<file path="config.mk">
export PLATFORM = sky130hd
export DESIGN_NAME = auto_enhance_ctrl
export DESIGN_NICKNAME = d
export VERILOG_FILES = /design/src/rtl/auto_enhance_ctrl.sv
export SDC_FILE = /design/constraint.sdc
export NUM_CORES = 1
export LEC_CHECK = 0
export BUFFER_PORTS_ARGS = -buffer_cell sky130_fd_sc_hd__buf_2
export CORE_AREA = 2 2 151 153
export CTS_CLUSTER_DIAMETER = 40
export DETAILED_ROUTE_END_ITERATION = 16
export DIE_AREA = 0 0 153 155
export SYNTH_ARGS = -nofsm -noshare
export SYNTH_HDL_FRONTEND = slang
export SYNTH_SLANG_ARGS = --single-unit
</file>
<file path="constraint.sdc">
create_clock -name clk -period 8.4 [get_ports clk]
set_input_delay 0 -clock clk [delete_from_list [all_inputs] [get_ports clk]]
set_output_delay 0 -clock clk [all_outputs]
set_load 0.005 [all_outputs]
</file>
<file path="src/rtl/auto_enhance_ctrl.sv">
`default_nettype none
// ============================================================================
//  Module      : auto_enhance_ctrl
//  Description : Closed-loop controller for the enhance stage. Measures the
//                per-frame mean S and V of the HSV pixel stream, compares each
//                mean against a target with a deadband and holds inc/dec
//                commands for the following frame.
//                Optional saturation loop: define AUTO_SAT_EN.
//  Revision    : 1.0 - initial release
// ============================================================================
module auto_enhance_ctrl #(
   parameter int PIX_CNT_W = 19,
   parameter int DEADBAND  = 4
) (
   input  logic        clk,
   input  logic        rst,
   input  logic        vsync,
   input  logic        pixel_valid,
   input  logic [23:0] hsv_in,
   input  logic        auto_en,
   input  logic [7:0]  target_s,
   input  logic [7:0]  target_v,
   output logic        inc_saturation,
   output logic        dec_saturation,
   output logic        inc_brightness,
   output logic        dec_brightness,
   output logic        enhance_user_in_en,
   output logic [7:0]  mean_s,
   output logic [7:0]  mean_v,
   output logic        stats_valid,
   output logic        busy
);

   localparam int         SUM_W     = 8 + PIX_CNT_W;
   localparam logic [8:0] DB9       = 9'(DEADBAND);
   localparam logic [1:0] ST_ACCUM  = 2'd0;
`ifdef AUTO_SAT_EN
   localparam logic [1:0] ST_DIV_S  = 2'd1;
`endif
   localparam logic [1:0] ST_DIV_V  = 2'd2;
   localparam logic [1:0] ST_DECIDE = 2'd3;
`ifdef AUTO_SAT_EN
   localparam logic [1:0] FIRST_DIV = ST_DIV_S;
`else
   localparam logic [1:0] FIRST_DIV = ST_DIV_V;
`endif

   logic [1:0]           state_q, state_d;
   logic                 vsync_q;
   logic [SUM_W-1:0]     sum_v_q;
   logic [PIX_CNT_W-1:0] cnt_q;
   logic [SUM_W-1:0]     rem_q;
   logic [PIX_CNT_W-1:0] dcnt_q;
   logic [2:0]           bit_q;
   logic [7:0]           quot_q;
   logic                 cmd_inc_v_q, cmd_dec_v_q, cmd_inc_v_d, cmd_dec_v_d;
   logic                 inc_v_q, dec_v_q, en_q, stats_q;
   logic [7:0]           mean_v_q;

   logic                 w_fall, w_cnt_full, w_cnt_zero, w_dividing;
   logic                 w_decide, w_clear, w_busy;
   logic [SUM_W-1:0]     w_shift, w_rem_sub;
   logic                 w_ge;
   logic [7:0]           w_q_next;
   logic                 w_inc_v, w_dec_v;

   assign w_fall     = ~vsync & vsync_q;
   assign w_cnt_full = &cnt_q;
   assign w_cnt_zero = (cnt_q == '0);

   // One restoring-division step: trial-subtract count << bit from remainder
   assign w_shift   = SUM_W'(dcnt_q) << bit_q;
   assign w_ge      = (rem_q >= w_shift);
   assign w_rem_sub = rem_q - w_shift;
   assign w_q_next  = {quot_q[6:0], w_ge};

   // Deadband decision in 9 bits so mean+DEADBAND and target+DEADBAND never wrap
   assign w_inc_v = (({1'b0, quot_q} + DB9) < {1'b0, target_v});
   assign w_dec_v = ({1'b0, quot_q} > ({1'b0, target_v} + DB9));

`ifdef AUTO_SAT_EN
   logic [SUM_W-1:0] sum_s_q, dsum_v_q;
   logic [7:0]       qs_q, mean_s_q;
   logic             cmd_inc_s_q, cmd_dec_s_q, cmd_inc_s_d, cmd_dec_s_d;
   logic             inc_s_q, dec_s_q;
   logic             w_inc_s, w_dec_s;

   assign w_dividing = (state_q == ST_DIV_S) || (state_q == ST_DIV_V);
   assign w_inc_s    = (({1'b0, qs_q} + DB9) < {1'b0, target_s});
   assign w_dec_s    = ({1'b0, qs_q} > ({1'b0, target_s} + DB9));
`else
   logic w_unused;
   assign w_dividing = (state_q == ST_DIV_V);
   assign w_unused   = ^{hsv_in[15:8], target_s};
`endif

   // State register
   always_ff @(posedge clk) begin
      if (rst) state_q <= ST_ACCUM;
      else     state_q <= state_d;
   end

   // Next state: a vsync falling edge always restarts the sequence
   always_comb begin
      state_d = state_q;
      if (w_fall) begin
         state_d = w_cnt_zero ? ST_ACCUM : FIRST_DIV;
      end else begin
         case (state_q)
`ifdef AUTO_SAT_EN
            ST_DIV_S:  if (bit_q == 3'd0) state_d = ST_DIV_V;
`endif
            ST_DIV_V:  if (bit_q == 3'd0) state_d = ST_DECIDE;
            ST_DECIDE: state_d = ST_ACCUM;
            default:   state_d = state_q;
         endcase
      end
   end

   // FSM outputs: busy flag, decide/clear strobes and next command values
   always_comb begin
      w_busy      = (state_q != ST_ACCUM);
      w_decide    = (state_q == ST_DECIDE) && !w_fall;
      w_clear     = w_fall && w_cnt_zero;
      cmd_inc_v_d = cmd_inc_v_q;
      cmd_dec_v_d = cmd_dec_v_q;
`ifdef AUTO_SAT_EN
      cmd_inc_s_d = cmd_inc_s_q;
      cmd_dec_s_d = cmd_dec_s_q;
`endif
      if (w_clear) begin
         cmd_inc_v_d = 1'b0;
         cmd_dec_v_d = 1'b0;
`ifdef AUTO_SAT_EN
         cmd_inc_s_d = 1'b0;
         cmd_dec_s_d = 1'b0;
`endif
      end else if (w_decide) begin
         cmd_inc_v_d = w_inc_v;
         cmd_dec_v_d = w_dec_v;
`ifdef AUTO_SAT_EN
         cmd_inc_s_d = w_inc_s;
         cmd_dec_s_d = w_dec_s;
`endif
      end
   end

   // Frame accumulators; the cycle-T pixel already belongs to the next frame
   always_ff @(posedge clk) begin
      if (rst) begin
         sum_v_q <= '0;
         cnt_q   <= '0;
`ifdef AUTO_SAT_EN
         sum_s_q <= '0;
`endif
      end else if (w_fall) begin
         sum_v_q <= pixel_valid ? SUM_W'(hsv_in[7:0]) : '0;
         cnt_q   <= pixel_valid ? PIX_CNT_W'(1) : '0;
`ifdef AUTO_SAT_EN
         sum_s_q <= pixel_valid ? SUM_W'(hsv_in[15:8]) : '0;
`endif
      end else if (pixel_valid && !w_cnt_full) begin
         sum_v_q <= sum_v_q + SUM_W'(hsv_in[7:0]);
         cnt_q   <= cnt_q + PIX_CNT_W'(1);
`ifdef AUTO_SAT_EN
         sum_s_q <= sum_s_q + SUM_W'(hsv_in[15:8]);
`endif
      end
   end

   // Divider: latch frame totals at vsync fall, then one quotient bit per cycle
   always_ff @(posedge clk) begin
      if (rst) begin
         rem_q    <= '0;
         dcnt_q   <= '0;
         bit_q    <= 3'd0;
         quot_q   <= 8'd0;
`ifdef AUTO_SAT_EN
         dsum_v_q <= '0;
         qs_q     <= 8'd0;
`endif
      end else if (w_fall) begin
         dcnt_q   <= cnt_q;
         bit_q    <= 3'd7;
         quot_q   <= 8'd0;
`ifdef AUTO_SAT_EN
         rem_q    <= sum_s_q;
         dsum_v_q <= sum_v_q;
`else
         rem_q    <= sum_v_q;
`endif
      end else if (w_dividing) begin
         rem_q  <= w_ge ? w_rem_sub : rem_q;
         quot_q <= w_q_next;
         bit_q  <= bit_q - 3'd1;
`ifdef AUTO_SAT_EN
         // Last saturation bit: keep mean S and seed the V division
         if ((state_q == ST_DIV_S) && (bit_q == 3'd0)) begin
            qs_q  <= w_q_next;
            rem_q <= dsum_v_q;
         end
`endif
      end
   end

   // Registered outputs; auto_en gates the commands but not the measurement
   always_ff @(posedge clk) begin
      if (rst) begin
         vsync_q     <= 1'b0;
         cmd_inc_v_q <= 1'b0;
         cmd_dec_v_q <= 1'b0;
         inc_v_q     <= 1'b0;
         dec_v_q     <= 1'b0;
         en_q        <= 1'b0;
         stats_q     <= 1'b0;
         mean_v_q    <= 8'd0;
`ifdef AUTO_SAT_EN
         cmd_inc_s_q <= 1'b0;
         cmd_dec_s_q <= 1'b0;
         inc_s_q     <= 1'b0;
         dec_s_q     <= 1'b0;
         mean_s_q    <= 8'd0;
`endif
      end else begin
         vsync_q     <= vsync;
         cmd_inc_v_q <= cmd_inc_v_d;
         cmd_dec_v_q <= cmd_dec_v_d;
         inc_v_q     <= auto_en & cmd_inc_v_d;
         dec_v_q     <= auto_en & cmd_dec_v_d;
         en_q        <= auto_en;
         stats_q     <= w_decide;
         if (w_decide) mean_v_q <= quot_q;
`ifdef AUTO_SAT_EN
         cmd_inc_s_q <= cmd_inc_s_d;
         cmd_dec_s_q <= cmd_dec_s_d;
         inc_s_q     <= auto_en & cmd_inc_s_d;
         dec_s_q     <= auto_en & cmd_dec_s_d;
         if (w_decide) mean_s_q <= qs_q;
`endif
      end
   end

   assign inc_brightness     = inc_v_q;
   assign dec_brightness     = dec_v_q;
   assign enhance_user_in_en = en_q;
   assign mean_v             = mean_v_q;
   assign stats_valid        = stats_q;
   assign busy               = w_busy;
`ifdef AUTO_SAT_EN
   assign inc_saturation     = inc_s_q;
   assign dec_saturation     = dec_s_q;
   assign mean_s             = mean_s_q;
`else
   assign inc_saturation     = 1'b0;
   assign dec_saturation     = 1'b0;
   assign mean_s             = 8'd0;
`endif

endmodule
`default_nettype wire
</file>
==> results.cfg <==
[logic_synthesis]
syn_area_per_cell_sq_um = 8.036
synth-warning-count = 0
post_synth_inst_count = 1053
synth-seq-area-share = 0.2839
synthArstFlopShare = 0
seq_cells_post_synth = 120
synth_cell_types = 78
syn_area_sq_mm = 0.008462
synth_enable_flop_cells = 0
synth_ff_type = sky130_fd_sc_hd__dfxtp_1

[timing]
hold_viol_final = 0
max_slew_violation_count = 0
tightestPinTransition_ns = 0.9625
rsz0062_at_grt = false
timing.max_slew.rel_slack = 0.3570
finalSetupViolations = 0
fin_crit_sh = 0.5053
fin_tns_setup_ns = 0
max_frequency_mhz = 235.6
period_needed_ns = 4.244
timing.clock.skew_ns = 0.007809

[pwr]
p_int_mw = 1.342
switching_power_uw = 719.5
netSwitchingFraction = 0.3491
power.leakage_nw = 3.664
p_seq_frac = 0.300
pwr-share-clk = 0.352
worst_ir_drop_vdd_v = 0.0001279
comb_power_share = 0.348
pd_cells_mw_per_mm2 = 218.3

[critical_path]
cpMaxStageDelayCell = sky130_fd_sc_hd__a21o_1
worst_ep_arrival_time_ns = 4.56
slowest_delay_ns = 0.65
worstPathCellList = buf_4 -> clkinv_1 -> nor2_1 -> a21oi_1 -> mux2i_1 -> ha_1 -> a21o_1 -> nand3_1 -> o211ai_1 -> o211ai_2 -> a21o_1 -> nand2_1 -> o311a_1
startpoint_type = flop
cp.required_ns = 8.71
critical_path.n_buffers_inverters = 2
worst-setup-path-type = flop to flop
critical-path-top-delay-family = compound AO/OA/AOI/OAI gates
cp_max_fo = 26
cp_common_cell = sky130_fd_sc_hd__a21o_1
cp-end-kind = flop

[cts]
tritoncts_clock_tree = done
cts_htree_levels = 4
cts.repair.resized = 0
post_cts_hold_buffer_count = 15
clk_root_buffer_cell = sky130_fd_sc_hd__clkbuf_16
cts.sink_count = 120
clk_pin_slew_ns = 0.05
tritoncts.num_buffers = 17
insertion_delay_ns = 0.43
cts_post_setup_buffers_inserted = 0
cts_max_path_buffers = 2

[routing]
drt_pre_antenna_iters = 5
postRouteAntennaNets = 0
num_vias = 7765
route.detailed.vias_per_inst = 5.689
routed_wl_microns = 21760
drc_errors = 0
dr.first_iter.drc_count = 488
post_dr_wirelength_cell_microns = 15.94

[finish]
regArea_sq_mm = 0.002402
areaGrowthSynthToFinish_pct = 11.56
finalNetCount = 1169
fin_area_sq_mm = 0.009440
num-fill-cells = 2257
num_antenna_cells = 0
layout_cell_share_with_drive_strength_beyond_1 = 0.1111
multi_input_combinational_cell_area_sq_mm = 0.005589
mostFrequentLayoutCell = sky130_fd_sc_hd__nand2_1
layout.cells.most_common_list = sky130_fd_sc_hd__nand2_1, sky130_fd_sc_hd__dfxtp_1, sky130_fd_sc_hd__a21oi_1

[global_route]
via_count_of_the_first_global_routing_pass = 7275
antenna_violations_before_repair = 0
grt_pass1_wl_microns = 36360
grt_start_max_net_pins = 70
globalRouteTotalUtil = 0.1862
grt_overflow = 0

[floorplanning]
ios = 68
die_area_sq_mm = 0.02372
rows = 55
floorplan.initialDensity = 0.3807
coreArea_sq_mm = 0.02223
chipWidth_microns = 153
die_height_microns = 155

[outcome]
status = complete, no violations

[placed_design]
quantity_of_i_o_buffers_inserted_on_ports = 33
detailedPlacementHpwl_microns = 15610
post_dp_cell_area_sq_mm = 0.008708
routabilityCongestion = 0.9249

[worst_hold_path]
hold_path.class = input port to flop

[flow_run]
cap_viol_max_count = 0
## final cells by class
class	count	area share
Clock buffer	20	0.04838
Clock inverter	11	0.01325
Inverter	28	0.01113
Multi-Input combinational cell	841	0.5920
Sequential cell	120	0.2545
Tap cell	285	0.03777
Timing Repair Buffer	60	0.04294
## worst reg2reg max path: stages (launching register included)
cell,delay [ns]
sky130_fd_sc_hd__dfxtp_1,0.31
sky130_fd_sc_hd__buf_4,0.31
sky130_fd_sc_hd__clkinv_1,0.36
sky130_fd_sc_hd__nor2_1,0.18
sky130_fd_sc_hd__a21oi_1,0.07
sky130_fd_sc_hd__mux2i_1,0.23
sky130_fd_sc_hd__ha_1,0.34
sky130_fd_sc_hd__a21o_1,0.23
sky130_fd_sc_hd__nand3_1,0.09
sky130_fd_sc_hd__o211ai_1,0.21
sky130_fd_sc_hd__o211ai_2,0.39
sky130_fd_sc_hd__a21o_1,0.66
sky130_fd_sc_hd__nand2_1,0.39
sky130_fd_sc_hd__o311a_1,0.37
## metal layers
layer / global-route usage / wire length (microns) / vias up
li1: - / - / 3875
met1: 0.2532 / 10540 / 3695
met2: 0.3026 / 9983 / 159
met3: 0.02981 / 834 / 36
met4: 0.06217 / 405 / 0
met5: 0 / 0 / -
## path summary, 6_finish.rpt
path | start | depth (start not counted) | slack, ns | end
setup / recovery | bit_q[0]$_SDFFE_PP0P_ | 13 | 4.16 | rem_q[1]$_SDFFE_PP0P_
hold / removal | rst | 2 | 0.14 | sum_v_q[1]$_SDFFE_PP0P_
setup reg to reg | bit_q[0]$_SDFFE_PP0P_ | 13 | 4.16 | rem_q[1]$_SDFFE_PP0P_
hold reg to reg | mean_v[2]$_SDFFE_PP0P_ | 2 | 0.45 | mean_v[2]$_SDFFE_PP0P_
## stage by stage
step	std cells	hold slack [ns]	util	setup slack, ns	total power, mW
5_1_grt	1365	0.1844	0.4247	3.844	2.174
3_3_place_gp	1319	0.2707	0.3918	4.192	1.324
6_report	1365	0.1361	0.4247	4.156	2.061
3_5_place_dp	1319	0.2748	0.3918	4.190	1.325
4_1_cts	1365	0.1445	0.4247	4.172	2.066
2_1_floorplan	1062	0.1282	-	4.745	1.190
## cell families (layout without fill, tap and decap cells)
kind of cell	after synthesis	count (layout)	synth area share
and+or+nand+nor	393	393	0.2249
AOI/OAI and AO/OA	296	296	0.2361
DFF	120	120	0.2839
buffers and inverters	101	119	0.06181
adders and majority gates	56	56	0.08458
xor gates and xnor gates	50	50	0.05175
muxes	36	36	0.05648
other	1	10	0.0004432
## synthesized netlist by cell type (all sizes together) (3+ instances only)
master / instances / area share
a21oi: 101 / 0.062
nand4: 18 / 0.013
a41o: 3 / 0.0035
mux2i: 23 / 0.027
nor3b: 7 / 0.0062
inv: 27 / 0.012
o21bai: 13 / 0.012
a311oi: 9 / 0.0093
or3: 11 / 0.0081
nor4: 16 / 0.012
o21ai: 44 / 0.026
a211oi: 23 / 0.024
o31ai: 3 / 0.0027
xor2: 22 / 0.023
o31a: 4 / 0.0041
a21o: 18 / 0.016
nand3: 42 / 0.025
a31o: 8 / 0.0083
o21a: 9 / 0.0080
buf: 28 / 0.022
o211ai: 15 / 0.015
o311a: 5 / 0.0059
nand2: 130 / 0.058
nor2: 87 / 0.039
a31oi: 12 / 0.0089
clkbuf: 44 / 0.023
nand3b: 9 / 0.0080
and3: 11 / 0.0081
mux4: 9 / 0.024
a221oi: 4 / 0.0041
mux2: 4 / 0.0053
a21boi: 9 / 0.0080
nor3: 21 / 0.013
nand2b: 8 / 0.0059
ha: 54 / 0.080
and2: 9 / 0.0067
xnor2: 28 / 0.029
dfxtp: 120 / 0.28
nor2b: 9 / 0.0067
or4: 3 / 0.0031
and4: 9 / 0.0098
## power groups by stage
stage | combinational, mW | clock (mW) | sequential (mW)
3_5_place_dp | 0.694 | 0 | 0.631
2_1_floorplan | 0.568 | 0 | 0.622
5_1_grt | 0.789 | 0.763 | 0.621
4_1_cts | 0.706 | 0.741 | 0.619
6_report | 0.717 | 0.726 | 0.619
3_3_place_gp | 0.694 | 0 | 0.630
## flip-flops by register name, indices dropped and copies added (netlist names), 2 cells and up
register  count
rem_q        27
sum_v_q      27
cnt_q        19
dcnt_q       19
mean_v        8
quot_q        8
bit_q         3
state_q       2
(Power assumes the default switching activity.)
